`config.mk`:
```
export PLATFORM = sky130hd
export DESIGN_NAME = uart_sram_bridge_flat
export DESIGN_NICKNAME = d
export VERILOG_FILES = /design/src/rtl/uart_sram_bridge_if.sv /design/src/rtl/uart_sram_bridge.sv /design/src/flat_wrapper.sv
export SDC_FILE = /design/constraint.sdc
export NUM_CORES = 1
export LEC_CHECK = 0
export BUFFER_PORTS_ARGS = -buffer_cell sky130_fd_sc_hd__buf_2
export CORE_AREA = 5 5 90 92
export DETAILED_ROUTE_END_ITERATION = 10
export DIE_AREA = 0 0 95 97
export GPL_TIMING_DRIVEN = 0
export HOLD_SLACK_MARGIN = 0.08
export PLACE_DENSITY = 0.83
export SKIP_CTS_REPAIR_TIMING = 1
export SLEW_MARGIN = 30
export SYNTH_ARGS = -nofsm -noshare
export SYNTH_HDL_FRONTEND = slang
export SYNTH_SLANG_ARGS = --single-unit
```
`constraint.sdc`:
```
create_clock -name clk -period 4.5 [get_ports clk]
set_input_delay 0.45 -clock clk [delete_from_list [all_inputs] [get_ports clk]]
set_output_delay 0.45 -clock clk [all_outputs]
set_load 0.05 [all_outputs]
```
`src/rtl/uart_sram_bridge_if.sv`:
```
// Bundle of UART byte handshakes, SRAM macro pins and status flags for uart_sram_bridge.
// master: the bridge side; slave: the UART/SRAM side.
interface uart_sram_bridge_if #(
  parameter int ADDR_W = 5,
  parameter int DATA_W = 32
);
  logic [7:0]        rx_data;
  logic              rx_valid;
  logic              rx_ready;
  logic              rx_enable;
  logic [7:0]        tx_data;
  logic              tx_valid;
  logic              tx_ready;
  logic              tx_enable;
  logic              sram_csb;
  logic              sram_web;
  logic [ADDR_W-1:0] sram_addr;
  logic [DATA_W-1:0] sram_din;
  logic [DATA_W-1:0] sram_dout;
  logic              busy;
  logic              cmd_err;

  modport master (
    input  rx_data, rx_valid, tx_ready, sram_dout,
    output rx_ready, rx_enable, tx_data, tx_valid, tx_enable,
           sram_csb, sram_web, sram_addr, sram_din, busy, cmd_err
  );

  modport slave (
    output rx_data, rx_valid, tx_ready, sram_dout,
    input  rx_ready, rx_enable, tx_data, tx_valid, tx_enable,
           sram_csb, sram_web, sram_addr, sram_din, busy, cmd_err
  );
endinterface

```
`src/rtl/uart_sram_bridge.sv`:
```
// Byte-framed read/write command bridge from a UART byte stream to a single-port SRAM.
// Optional inter-byte payload timeout: define SRAM_BRIDGE_TIMEOUT_EN.
module uart_sram_bridge #(
  parameter int ADDR_W      = 5,
  parameter int DATA_W      = 32,
  parameter int TIMEOUT_CYC = 1000000
) (
  input  logic               clk,
  input  logic               reset,
  uart_sram_bridge_if.master bus
);
  localparam int NB = DATA_W / 8;
  localparam int CW = (NB > 1) ? $clog2(NB) : 1;
  localparam logic [7:0] ACK_BYTE = 8'h4B;
  localparam logic [7:0] ERR_BYTE = 8'h45;

  typedef enum logic [2:0] {IDLE, GET_DATA, WR, RD_REQ, RD_CAP, TX} state_t;

  state_t            state, state_nx;
  logic [CW-1:0]     cnt, cnt_nx;          // payload byte index, or tx bytes still to follow
  logic [DATA_W-1:0] shreg, shreg_nx;
  logic [ADDR_W-1:0] addr_nx;
  logic [DATA_W-1:0] din_nx;
  logic [7:0]        tx_data_nx;
  logic              tx_valid_nx, csb_nx, web_nx, cmd_err_nx;
  logic              rx_fire, tx_fire;

  assign rx_fire = bus.rx_valid && bus.rx_ready;
  assign tx_fire = bus.tx_valid && bus.tx_ready;

`ifdef SRAM_BRIDGE_TIMEOUT_EN
  localparam int TW = $clog2(TIMEOUT_CYC + 1);
  logic [TW-1:0] to_cnt, to_cnt_nx;
  logic          timeout;

  assign timeout   = (state == GET_DATA) && !rx_fire && (to_cnt == TW'(TIMEOUT_CYC - 1));
  assign to_cnt_nx = ((state == GET_DATA) && !rx_fire) ? to_cnt + 1'b1 : '0;

  always_ff @(posedge clk or posedge reset) begin
    if (reset) to_cnt <= '0;
    else       to_cnt <= to_cnt_nx;
  end
`else
  logic timeout;
  assign timeout = 1'b0;
`endif

  always_comb begin
    // NOTE: every variable gets a default first so no path through the case leaves it unassigned (no latches).
    state_nx    = state;
    cnt_nx      = cnt;
    shreg_nx    = shreg;
    addr_nx     = bus.sram_addr;
    din_nx      = bus.sram_din;
    tx_data_nx  = bus.tx_data;
    tx_valid_nx = bus.tx_valid;
    csb_nx      = 1'b1;
    web_nx      = 1'b1;
    cmd_err_nx  = 1'b0;

    unique case (state)
      IDLE: if (rx_fire) begin
        cnt_nx = '0;
        if (bus.rx_data[6:5] != 2'b00) begin
          cmd_err_nx  = 1'b1;
          tx_valid_nx = 1'b1;
          tx_data_nx  = ERR_BYTE;
          state_nx    = TX;
        end else begin
          addr_nx = bus.rx_data[ADDR_W-1:0];
          if (bus.rx_data[7]) begin
            state_nx = GET_DATA;
          end else begin
            csb_nx   = 1'b0;
            state_nx = RD_REQ;
          end
        end
      end
      GET_DATA: begin
        if (rx_fire) begin
          // LSB first: each byte enters at the top and the word shifts down.
          shreg_nx = shreg >> 8;
          shreg_nx[DATA_W-1 -: 8] = bus.rx_data;
          if (cnt == CW'(NB - 1)) begin
            din_nx   = shreg_nx;
            csb_nx   = 1'b0;
            web_nx   = 1'b0;
            cnt_nx   = '0;
            state_nx = WR;
          end else begin
            cnt_nx = cnt + 1'b1;
          end
        end else if (timeout) begin
          cmd_err_nx  = 1'b1;
          tx_valid_nx = 1'b1;
          tx_data_nx  = ERR_BYTE;
          cnt_nx      = '0;
          state_nx    = TX;
        end
      end
      WR: begin
        tx_valid_nx = 1'b1;
        tx_data_nx  = ACK_BYTE;
        cnt_nx      = '0;
        state_nx    = TX;
      end
      RD_REQ: state_nx = RD_CAP;
      RD_CAP: begin
        tx_valid_nx = 1'b1;
        tx_data_nx  = bus.sram_dout[7:0];
        shreg_nx    = bus.sram_dout >> 8;
        cnt_nx      = CW'(NB - 1);
        state_nx    = TX;
      end
      TX: if (tx_fire) begin
        if (cnt == '0) begin
          tx_valid_nx = 1'b0;
          state_nx    = IDLE;
        end else begin
          tx_data_nx = shreg[7:0];
          shreg_nx   = shreg >> 8;
          cnt_nx     = cnt - 1'b1;
        end
      end
      default: state_nx = IDLE;
    endcase
  end

  // Outputs are registered from the next-state values so they line up with the state they describe.
  always_ff @(posedge clk or posedge reset) begin
    if (reset) begin
      state         <= IDLE;
      cnt           <= '0;
      shreg         <= '0;
      bus.rx_ready  <= 1'b0;
      bus.rx_enable <= 1'b0;
      bus.tx_enable <= 1'b0;
      bus.tx_valid  <= 1'b0;
      bus.tx_data   <= '0;
      bus.busy      <= 1'b0;
      bus.cmd_err   <= 1'b0;
      bus.sram_csb  <= 1'b1;
      bus.sram_web  <= 1'b1;
      bus.sram_addr <= '0;
      bus.sram_din  <= '0;
    end else begin
      // NOTE: sequential state uses non-blocking assignments so every flop samples pre-edge values.
      state         <= state_nx;
      cnt           <= cnt_nx;
      shreg         <= shreg_nx;
      bus.rx_ready  <= (state_nx == IDLE) || (state_nx == GET_DATA);
      bus.rx_enable <= 1'b1;
      bus.tx_enable <= 1'b1;
      bus.tx_valid  <= tx_valid_nx;
      bus.tx_data   <= tx_data_nx;
      bus.busy      <= (state_nx != IDLE);
      bus.cmd_err   <= cmd_err_nx;
      bus.sram_csb  <= csb_nx;
      bus.sram_web  <= web_nx;
      bus.sram_addr <= addr_nx;
      bus.sram_din  <= din_nx;
    end
  end
endmodule

```
`src/flat_wrapper.sv`:
```
// flat-port wrapper written by rule: the top's interface ports become plain ports
module uart_sram_bridge_flat 
#(
  parameter int ADDR_W      = 5,
  parameter int DATA_W      = 32,
  parameter int TIMEOUT_CYC = 1000000
)
  (clk, reset, bus_rx_data, bus_rx_valid, bus_tx_ready, bus_sram_dout, bus_rx_ready, bus_rx_enable, bus_tx_data, bus_tx_valid, bus_tx_enable, bus_sram_csb, bus_sram_web, bus_sram_addr, bus_sram_din, bus_busy, bus_cmd_err);
  uart_sram_bridge_if #(.ADDR_W(ADDR_W), .DATA_W(DATA_W)) bus_i ();
  input  logic clk;
  input  logic reset;
  input wire logic [$bits(bus_i.rx_data)-1:0] bus_rx_data;
  input wire logic [$bits(bus_i.rx_valid)-1:0] bus_rx_valid;
  input wire logic [$bits(bus_i.tx_ready)-1:0] bus_tx_ready;
  input wire logic [$bits(bus_i.sram_dout)-1:0] bus_sram_dout;
  output wire logic [$bits(bus_i.rx_ready)-1:0] bus_rx_ready;
  output wire logic [$bits(bus_i.rx_enable)-1:0] bus_rx_enable;
  output wire logic [$bits(bus_i.tx_data)-1:0] bus_tx_data;
  output wire logic [$bits(bus_i.tx_valid)-1:0] bus_tx_valid;
  output wire logic [$bits(bus_i.tx_enable)-1:0] bus_tx_enable;
  output wire logic [$bits(bus_i.sram_csb)-1:0] bus_sram_csb;
  output wire logic [$bits(bus_i.sram_web)-1:0] bus_sram_web;
  output wire logic [$bits(bus_i.sram_addr)-1:0] bus_sram_addr;
  output wire logic [$bits(bus_i.sram_din)-1:0] bus_sram_din;
  output wire logic [$bits(bus_i.busy)-1:0] bus_busy;
  output wire logic [$bits(bus_i.cmd_err)-1:0] bus_cmd_err;
  assign bus_i.rx_data = bus_rx_data;
  assign bus_i.rx_valid = bus_rx_valid;
  assign bus_i.tx_ready = bus_tx_ready;
  assign bus_i.sram_dout = bus_sram_dout;
  assign bus_rx_ready = bus_i.rx_ready;
  assign bus_rx_enable = bus_i.rx_enable;
  assign bus_tx_data = bus_i.tx_data;
  assign bus_tx_valid = bus_i.tx_valid;
  assign bus_tx_enable = bus_i.tx_enable;
  assign bus_sram_csb = bus_i.sram_csb;
  assign bus_sram_web = bus_i.sram_web;
  assign bus_sram_addr = bus_i.sram_addr;
  assign bus_sram_din = bus_i.sram_din;
  assign bus_busy = bus_i.busy;
  assign bus_cmd_err = bus_i.cmd_err;
  uart_sram_bridge #(.ADDR_W(ADDR_W), .DATA_W(DATA_W), .TIMEOUT_CYC(TIMEOUT_CYC)) u_core (.clk(clk), .reset(reset), .bus(bus_i));
endmodule
```
-- After elaboration in Yosys (flattened, before gate mapping)
Cells that the tools add are included.
- add/sub/neg operators: 2
- equality and inequality tests: 13
- reductions and logical operators: 19
- bitwise operators: 1
- mux-type cells: 38
- operator list (operator ; number):
    $mux W32 ; 3
    $pmux W32 S3 ; 1
    $mux W8 ; 4
    $pmux W8 S4 ; 1
    $mux W3 ; 6
    $pmux W3 S5 ; 1
    $reduce_and A5 Y1 ; 3
    $mux W1 ; 13
    $mux W2 ; 6
    $ne A2 B1 Y1 const B ; 5
    $pmux W2 S5 ; 1
    $reduce_bool A3 Y1 ; 3
    $eq A3 B1 Y1 const B ; 2
    $eq A3 B2 Y1 const B ; 2
    $eq A3 B3 Y1 const B ; 2
    $logic_not A3 Y1 ; 2
    $reduce_and A3 Y1 ; 2
    $reduce_bool A5 Y1 ; 1
    $reduce_and A4 Y1 ; 1
    $reduce_bool A4 Y1 ; 1
    $pmux W1 S3 ; 1
    $add A2 B1 Y2 const B ; 1
    $eq A2 B2 Y1 const B ; 1
    $logic_and A1 B1 Y1 ; 2
    8 further kinds ; 8
- register bits after elaboration: 89
- word-level logic and storage cells: 86
- input bits: 44
- output and inout bits: 53

-- Logic depth before layout (Yosys ltp)
Gate-level depths: netlist of the first run.
- depth in word-level cells: 6
- gate-level depth with buffers: 8
- gate-level depth less buffers: 6

-- Worst setup path after synthesis of the first run
OpenSTA, ideal clock, no wires.
- path type: reg-to-reg
- start: register u_core.bus.rx_ready
- end: register u_core.bus.sram_din[10] (netlist name)
- stages on the path, launching flop included: 6
- data required time: 4.375 ns
- setup time: 0.125 ns
- setup slack: 2.502 ns
- path buffers: 2
- clock period less this slack: 1.998 ns
- arrival: 1.873 ns
- path through: dfrtp_1 nand2_2 or4b_1 buf_6 buf_12 mux2_4
- word-level cells in the longest chain between the ends: 2
- ends and longest elaborated chain (item ; line ; text):
    start, declared ; uart_sram_bridge_if.sv:25 ; output rx_ready, rx_enable, tx_data, tx_valid, tx_enable,
    start signal, assigned ; uart_sram_bridge.sv:151 ; bus.rx_ready <= (state_nx == IDLE) || (state_nx == GET_DATA);
    $logic_and A1 B1 Y1 ; uart_sram_bridge.sv:28 ; assign rx_fire = bus.rx_valid && bus.rx_ready;
    $reduce_and A3 Y1 (no line) ; -- ;
    end signal, assigned ; uart_sram_bridge.sv:161 ; bus.sram_din <= din_nx;
    end, declared ; uart_sram_bridge_if.sv:26 ; sram_csb, sram_web, sram_addr, sram_din, busy, cmd_err
No other way between the ends.
A chain may end at the register's enable or synchronous reset.

-- Worst setup path in the final report of the first run
- start: register u_core.cnt[0]
- end: register u_core.shreg[29]
- word-level cells in the longest chain between the ends: 3
- ends and longest elaborated chain (item ; line ; text):
    start, declared ; uart_sram_bridge.sv:20 ; logic [CW-1:0] cnt, cnt_nx;
    start signal, assigned ; uart_sram_bridge.sv:149 ; cnt <= cnt_nx;
    $logic_not A2 Y1 ; uart_sram_bridge.sv:116 ; if (cnt == '0) begin
    $ne A2 B2 Y1 (no line) ; -- ;
    $reduce_and A4 Y1 (no line) ; -- ;
    end signal, assigned ; uart_sram_bridge.sv:150 ; shreg <= shreg_nx;
    end, declared ; uart_sram_bridge.sv:21 ; logic [DATA_W-1:0] shreg, shreg_nx;
No other way between the ends.

==> summary.md, run 1 <==
| Metric | Value |
|---|---|
| Critical path class | `register to register` |
| Design Power | `0.00372 W` |
| Slowest cell on the critical path | `a311o_1` |
| Max cap viols | `0` |
| Worst path bufs/invs | `3` |
| Worst path arrival time | `2.28 ns` |
| Fraction of layout cells with a size suffix above 1 | `41.0%` |
| Vias in the first global route | `3070` |
| Initial DRC count | `134` |
| Routability cong. | `0.839` |
| Via-to-Cell Ratio | `5.35` |
| Total gr overflow | `0` |
| Average size of a mapped cell | `12.4 sq um` |
| Initial core utilization | `56.3%` |
| Via count | `2866` |
| Most frequent cells in the layout | `buf_2 (101), dfrtp_1 (87), nand2_1 (46)` |
| P&R area growth vs syn | `20.9%` |
| Max transition margin | `54.3%` |
| Final Hold Violating Endpoints | `0` |
| Worst-skew pair later-pin latency | `0.36 ns` |
| Actual transition at the worst max-transition pin | `0.681 ns` |
| Share of the synthesized area in the top cell type | `54.2%` |
| VDD IR max | `0.357 mV` |
| Largest net degree at the start of global routing | `75` |
| CTS max path bufs | `2` |
| Remaining DRCs | `0` |
| Global-route wire length before repair | `15.3 mm` |
| DRT Pass-1 Iters | `4` |
| Core Area | `0.00714 sq mm` |
| Crit path time final | `2.04 ns` |
| Lkg Pwr | `2.51 nW` |
| Crit end category | `register` |
| Clk_skew | `0.0135 ns` |
| Final worst slack | `2.46 ns` |
| GRT Overall Usage | `21.3%` |
| FMAX | `489 MHz` |
| Post-layout nets | `478` |
| Average wire per cell in the routed design | `17.5 um` |
| Routed WL | `9.39 mm` |
| Final Non-Filler Cells | `536` |
| Cell area power density | `767 mW/mm^2` |
| Die Height | `97 um` |
| Final ANT Viol Nets | `0` |
| Final setup fails | `0` |
| Clk slew on worst S/H paths | `0.09 ns` |
| IO Port Bufs | `96` |
| Fillers | `570` |
| Crit-path max cell delay | `0.45 ns` |
| Initial antenna violation count | `0` |
| Synthesized cell area | `0.00402 sq mm` |
| Post-Place Cells | `519` |
| Synth Net Count | `369` |
| Netlist cell types | `40` |
| Critical Path Start Type | `register` |
| Path category of the worst min-delay check | `primary input to register` |
| Outcome | `completed` |
| CTS tree | `built` |
| Clk root buf | `clkbuf_8` |
| CP cell instances | `inv_1 > ha_1 > nand3b_1 > a311o_1 > buf_2 > buf_4 > nand2_1 > o21ai_0` |
| Ant diodes | `0` |
| Placement Setup Slack | `2.50 ns` |
| Clock sinks | `89` |
| Total CTS buffers | `9` |
| Synth Warn # | `0` |
| Synth area leaders | `dfrtp_1 (54%), mux2_4 (10%), mux2i_1 (7.7%)` |
| #FFs+latches synth | `89` |
| Period utilisation layout | `45.4%` |
| CP top delay family | `compound AO/OA/AOI/OAI gates` |
| HPWL Detailed | `7.02 mm` |
| # rows | `31` |
| Commonest non-fill, non-tap cell in the layout | `buf_2` |
| Max FO, Critical Path | `10` |
| Leading area contributor after synthesis | `dfrtp_1` |
| Seq/Total Area, Yosys | `55.5%` |
| RSZ-0062 raised after global routing | `no` |
| Die W | `95 um` |
| Depth of the CTS H-tree | `3` |
| Max Slew Vio Count | `0` |
| Die ar. | `0.00922 sq mm` |
| Min Hold Slack | `0.346 ns` |
| Post-Synthesis Cells | `323` |
| Top Ports | `97` |
| WP data required | `4.73 ns` |
| Fin Setup TNS | `0 ns` |
==> worst min-delay path, cell delays in order <==
cell,delay [ns]
buf_2,0.12
nand3_1,0.06
nand2_1,0.05
==> cell type report <==
type | count | area [sq um] | share of cell area, %
Tap cell | 99 | 124 | 2.55
Clock inverter | 7 | 68.8 | 1.42
Multi-Input combinational cell | 209 | 1610 | 33.2
Sequential cell | 89 | 2230 | 45.9
Inverter | 7 | 31.3 | 0.644
Clock buffer | 9 | 124 | 2.55
Buffer | 18 | 145 | 2.99
Timing Repair Buffer | 98 | 518 | 10.7
==> power breakdown <==
part / switching, W / leakage, nW / internal [W]
Sequential: 0.000218 / 1.14 / 0.00112
Combinational: 0.00124 / 1.27 / 0.000617
Clock: 0.000315 / 0.0997 / 0.000217
==> cell usage after synthesis <==
cell type and number:
buf_2 5, nor2_2 1, a2111oi_0 1, buf_6 1, xor2_1 1, nand2b_1 2
or4b_1 1, nor2b_1 3, nor2_1 9, a221oi_1 1, o21ai_1 6, and2_1 1
inv_1 7, o21ai_0 27, dfstp_2 2, mux2i_1 31, a21oi_1 5, o31ai_1 1
nand2_1 46, nand2_2 1, mux2_4 28, nand3b_1 1, a22oi_1 1, buf_12 3
conb_1 1, o21a_1 1, ha_1 2, o211a_1 1, a311oi_1 1, a31oi_1 2
nand3_1 8, clkbuf_1 5, buf_4 4, nand4_1 3, a21o_1 1, mux2_2 19
nor3_1 1, dfrtp_1 87, o2111ai_2 1, a311o_1 1
==> worst paths after layout <==
| path | startpoint | end | slack (ns) | cells after the start |
|---|---|---|---|---|
| min in group asynchronous | reset | u_core.bus.sram_din[28] | 0.56 | 3 |
| hold reg to reg | u_core.shreg[7] | u_core.shreg[7] | 0.51 | 2 |
| setup reg to reg | u_core.cnt[0] | u_core.shreg[29] | 2.46 | 8 |
| setup / recovery | u_core.cnt[0] | u_core.shreg[29] | 2.46 | 8 |
| max in group asynchronous | reset | u_core.bus.sram_web | 3.35 | 4 |
| hold / removal | bus_rx_data[4] | u_core.shreg[28] | 0.35 | 3 |
==> registers in the layout, indices dropped and copies added, names as in the netlist <==
signal / cells
u_core.bus.sram_csb: 1
u_core.shreg: 32
u_core.bus.rx_enable: 1
u_core.state: 3
u_core.bus.sram_web: 1
u_core.bus.tx_data: 8
u_core.bus.sram_din: 32
u_core.bus.rx_ready: 1
u_core.bus.sram_addr: 5
u_core.bus.cmd_err: 1
u_core.bus.busy: 1
u_core.cnt: 2
u_core.bus.tx_valid: 1
==> through the flow <==
| stage | util (%) | cell area [sq um] |
|---|---|---|
| final | 68.0 | 4850 |
| after global routing | 68.0 | 4850 |
| after CTS | 67.9 | 4840 |
| after detailed placement | 65.2 | 4650 |
| after global placement | 64.7 | 4620 |
| after floorplan | - | 4020 |
==> kinds of logic (layout without fill, tap and decap cells) <==
logic type	after synthesis	after routing	synth area share, %
adder cells (fa/ha/maj)	2	2	0.623
buffers and inverters	25	139	4.27
AND/OR/NAND/NOR	77	77	8.41
flip-flops	89	89	55.5
multiplexers	78	78	23.5
AO/OA/AOI/OAI	50	50	7.32
XOR/XNOR	1	1	0.218
other	1	1	0.0934
==> layer usage <==
| metal | global-route usage, % | vias up | share of wire (%) |
|---|---|---|---|
| met3 | 4.03 | 21 | 5.3 |
| met5 | 0 | - | 0 |
| met2 | 35.1 | 89 | 50 |
| met1 | 26.9 | 1409 | 42 |
| met4 | 9.43 | 0 | 2.3 |
| li1 | - | 1347 | - |
Power figures use the tool's default switching activity.
==> run 2, diff against run 1 <==
--- a/config.mk
+++ b/config.mk
@@ -6,12 +6,12 @@
 export NUM_CORES = 1
 export LEC_CHECK = 0
 export BUFFER_PORTS_ARGS = -buffer_cell sky130_fd_sc_hd__buf_2
-export CORE_AREA = 5 5 90 92
+export CORE_AREA = 5 5 98 100
 export DETAILED_ROUTE_END_ITERATION = 10
-export DIE_AREA = 0 0 95 97
+export DIE_AREA = 0 0 103 105
 export GPL_TIMING_DRIVEN = 0
 export HOLD_SLACK_MARGIN = 0.08
-export PLACE_DENSITY = 0.83
+export PLACE_DENSITY = 0.74
 export SKIP_CTS_REPAIR_TIMING = 1
 export SLEW_MARGIN = 30
 export SYNTH_ARGS = -nofsm -noshare
==> constraint.sdc (replaced) <==
create_clock -name clk -period 1.7 [get_ports clk]
set_input_delay 0.17 -clock clk [delete_from_list [all_inputs] [get_ports clk]]
set_output_delay 0.17 -clock clk [all_outputs]
set_load 0.05 [all_outputs]
==> run 2 against run 1 <==
The run now ends with negative setup slack left. Register-to-register slack got worse by 2.6 ns. Setup slack got worse by 2.6 ns. Routed wire length increased by 3.9%. Clock skew rose by 0.00051 ns. Sequential power increased to 2.7 times the previous value. Die area is 17% higher. Maximum frequency rose by 9.3%. Critical path depth is 2 lower. Clock power rose to 2.8 times the previous value. Combinational power rose to 3.1 times the previous value. Clock-buffer cell count is the same. Largest cell class unchanged. Largest power group unchanged. Highest routed layer unchanged.
==> summary.md, run 2 (synthesis gave the netlist of run 1 again) <==
| Metric | Value |
|---|---|
| Fin Setup TNS | `-7.44 ns` |
| Crit path time final | `1.87 ns` |
| Initial DRC count | `69` |
| Depth of the CTS H-tree | `3` |
| DRT Pass-1 Iters | `4` |
| R2r worst-path depth | `6` |
| HPWL Detailed | `7.09 mm` |
| Actual transition at the worst max-transition pin | `0.534 ns` |
| Max FO, Critical Path | `9` |
| Placement Setup Slack | `-0.282 ns` |
| Ant diodes | `0` |
| Initial antenna violation count | `0` |
| Initial core utilization | `46.7%` |
| Crit end category | `register` |
| CP Launch Point | `u_core.cnt[0]` |
| Critical path class | `register to register` |
| Via-to-Cell Ratio | `5.17` |
| Max cap viols | `0` |
| Largest net degree at the start of global routing | `32` |
| Internal | `0.00581 W` |
| Lkg Pwr | `2.70 nW` |
| Clock sinks | `89` |
| # rows | `34` |
| Fraction of layout cells with a size suffix above 1 | `50.3%` |
| GRT Overall Usage | `17.7%` |
| Combinational group share of total power | `53.1%` |
| Global-route wire length before repair | `14.9 mm` |
| Die Height | `105 um` |
| Post-layout nets | `500` |
| Path category of the worst min-delay check | `primary input to register` |
| Design Power | `0.0107 W` |
| Final setup fails | `77` |
| Period utilisation layout | `110%` |
| Max transition margin | `64.4%` |
| Worst r2r dst | `u_core.bus.sram_din[21]` |
| Average wire per cell in the routed design | `17.2 um` |
| Reg-to-Reg Start | `u_core.cnt[0]` |
| WP data required | `1.94 ns` |
| IO Port Bufs | `96` |
| Final Non-Filler Cells | `567` |
| Worst path arrival time | `2.11 ns` |
| RSZ-0062 raised after global routing | `yes` |
| Remaining DRCs | `0` |
| Routability cong. | `0.744` |
| Core Area | `0.00859 sq mm` |
| Via count | `2933` |
| Final Hold Violating Endpoints | `0` |
| Die ar. | `0.0108 sq mm` |
| FMAX | `535 MHz` |
| Cell area power density | `2020 mW/mm^2` |
| Critical Path Start Type | `register` |
| Routed WL | `9.76 mm` |
| Switching power | `0.00491 W` |
| CTS max path bufs | `2` |
| Clk_skew | `0.0140 ns` |
| Top Ports | `97` |
| CTS tree | `built` |
| Flop pwr share | `33.0%` |
| Max Slew Vio Count | `0` |
| Total gr overflow | `0` |
| Post-layout util | `61.9%` |
| VDD IR max | `0.978 mV` |
| Clk pwr share | `13.9%` |
| Final worst slack | `-0.170 ns` |
| Final ANT Viol Nets | `0` |
| Crit path to | `u_core.bus.sram_din[21]` |
| Top flop regs | `u_core.bus.sram_din (32), u_core.shreg (32), u_core.bus.tx_data (8)` |
| Clk slew on worst S/H paths | `0.09 ns` |
| Post-Place Cells | `530` |
| Clk root buf | `clkbuf_8` |
| Vias in the first global route | `2942` |
| Net Sw Frac | `45.8%` |
| Die W | `103 um` |
| Total CTS buffers | `9` |
| Commonest non-fill, non-tap cell in the layout | `buf_2` |
| Outcome | `finished, violations left` |
| Failing checks | `negative setup slack` |
| P&R area growth vs syn | `32.5%` |
| Reg2Reg Setup Slack | `-0.17 ns` |
| Worst-skew pair later-pin latency | `0.36 ns` |
| Most frequent cells in the layout | `buf_2 (98), dfrtp_1 (84), nand2_1 (35)` |
run 2: cell type report:
class,count,area [sq um]
buffer,18,180
fill,698,3270
clock inverter,7,76.3
clock buffer,9,124
inverter,7,30.0
tap,108,135
sequential,89,2230
multi-input combinational,209,1750
timing repair buffer,120,787
run 2: layer usage:
metal / vias up / wire (um) / track usage [%]
met5: - / 0 / 0
met2: 87 / 4720 / 27.2
met1: 1440 / 4270 / 24.1
met3: 19 / 550 / 3.73
met4: 0 / 205 / 7.59
li1: 1387 / - / -
run 2: worst max-delay path, cell delays in order, from the launching register on:
cell and delay, ns:
dfrtp_1 0.40, ha_2 0.19, inv_2 0.04, or4b_4 0.50
buf_12 0.17, clkbuf_16 0.16, mux2_4 0.29
run 2: metrics by stage:
step	hold WS [ns]	area (sq um)
2_1_floorplan	0.297	4040
3_3_place_gp	0.433	4660
3_5_place_dp	0.166	4720
4_1_cts	-0.232	4920
5_1_grt	0.0738	5320
6_report	0.0803	5320
run 2: worst min-delay path by stage:
| stage | end | from | cells past startpoint |
|---|---|---|---|
| detailed placement | u_core.bus.rx_enable | reset | 2 |
| global route | u_core.shreg[30] | bus_rx_data[6] | 3 |
| finish | u_core.shreg[30] | bus_rx_data[6] | 3 |
| CTS | u_core.bus.tx_data[5] | reset | 2 |
| global placement | u_core.shreg[27] | bus_rx_data[3] | 3 |
| floorplan | u_core.shreg[29] | bus_rx_data[5] | 2 |
run 2: power groups by stage:
stage / sequential, W / combinational (W) / clock [W]
after global routing: 0.00365 / 0.00609 / 0.00161
final: 0.00354 / 0.00570 / 0.00149
after floorplan: 0.00509 / 0.00220 / 0
after global placement: 0.00351 / 0.00488 / 0
after CTS: 0.00351 / 0.00500 / 0.00152
after detailed placement: 0.00355 / 0.00498 / 0
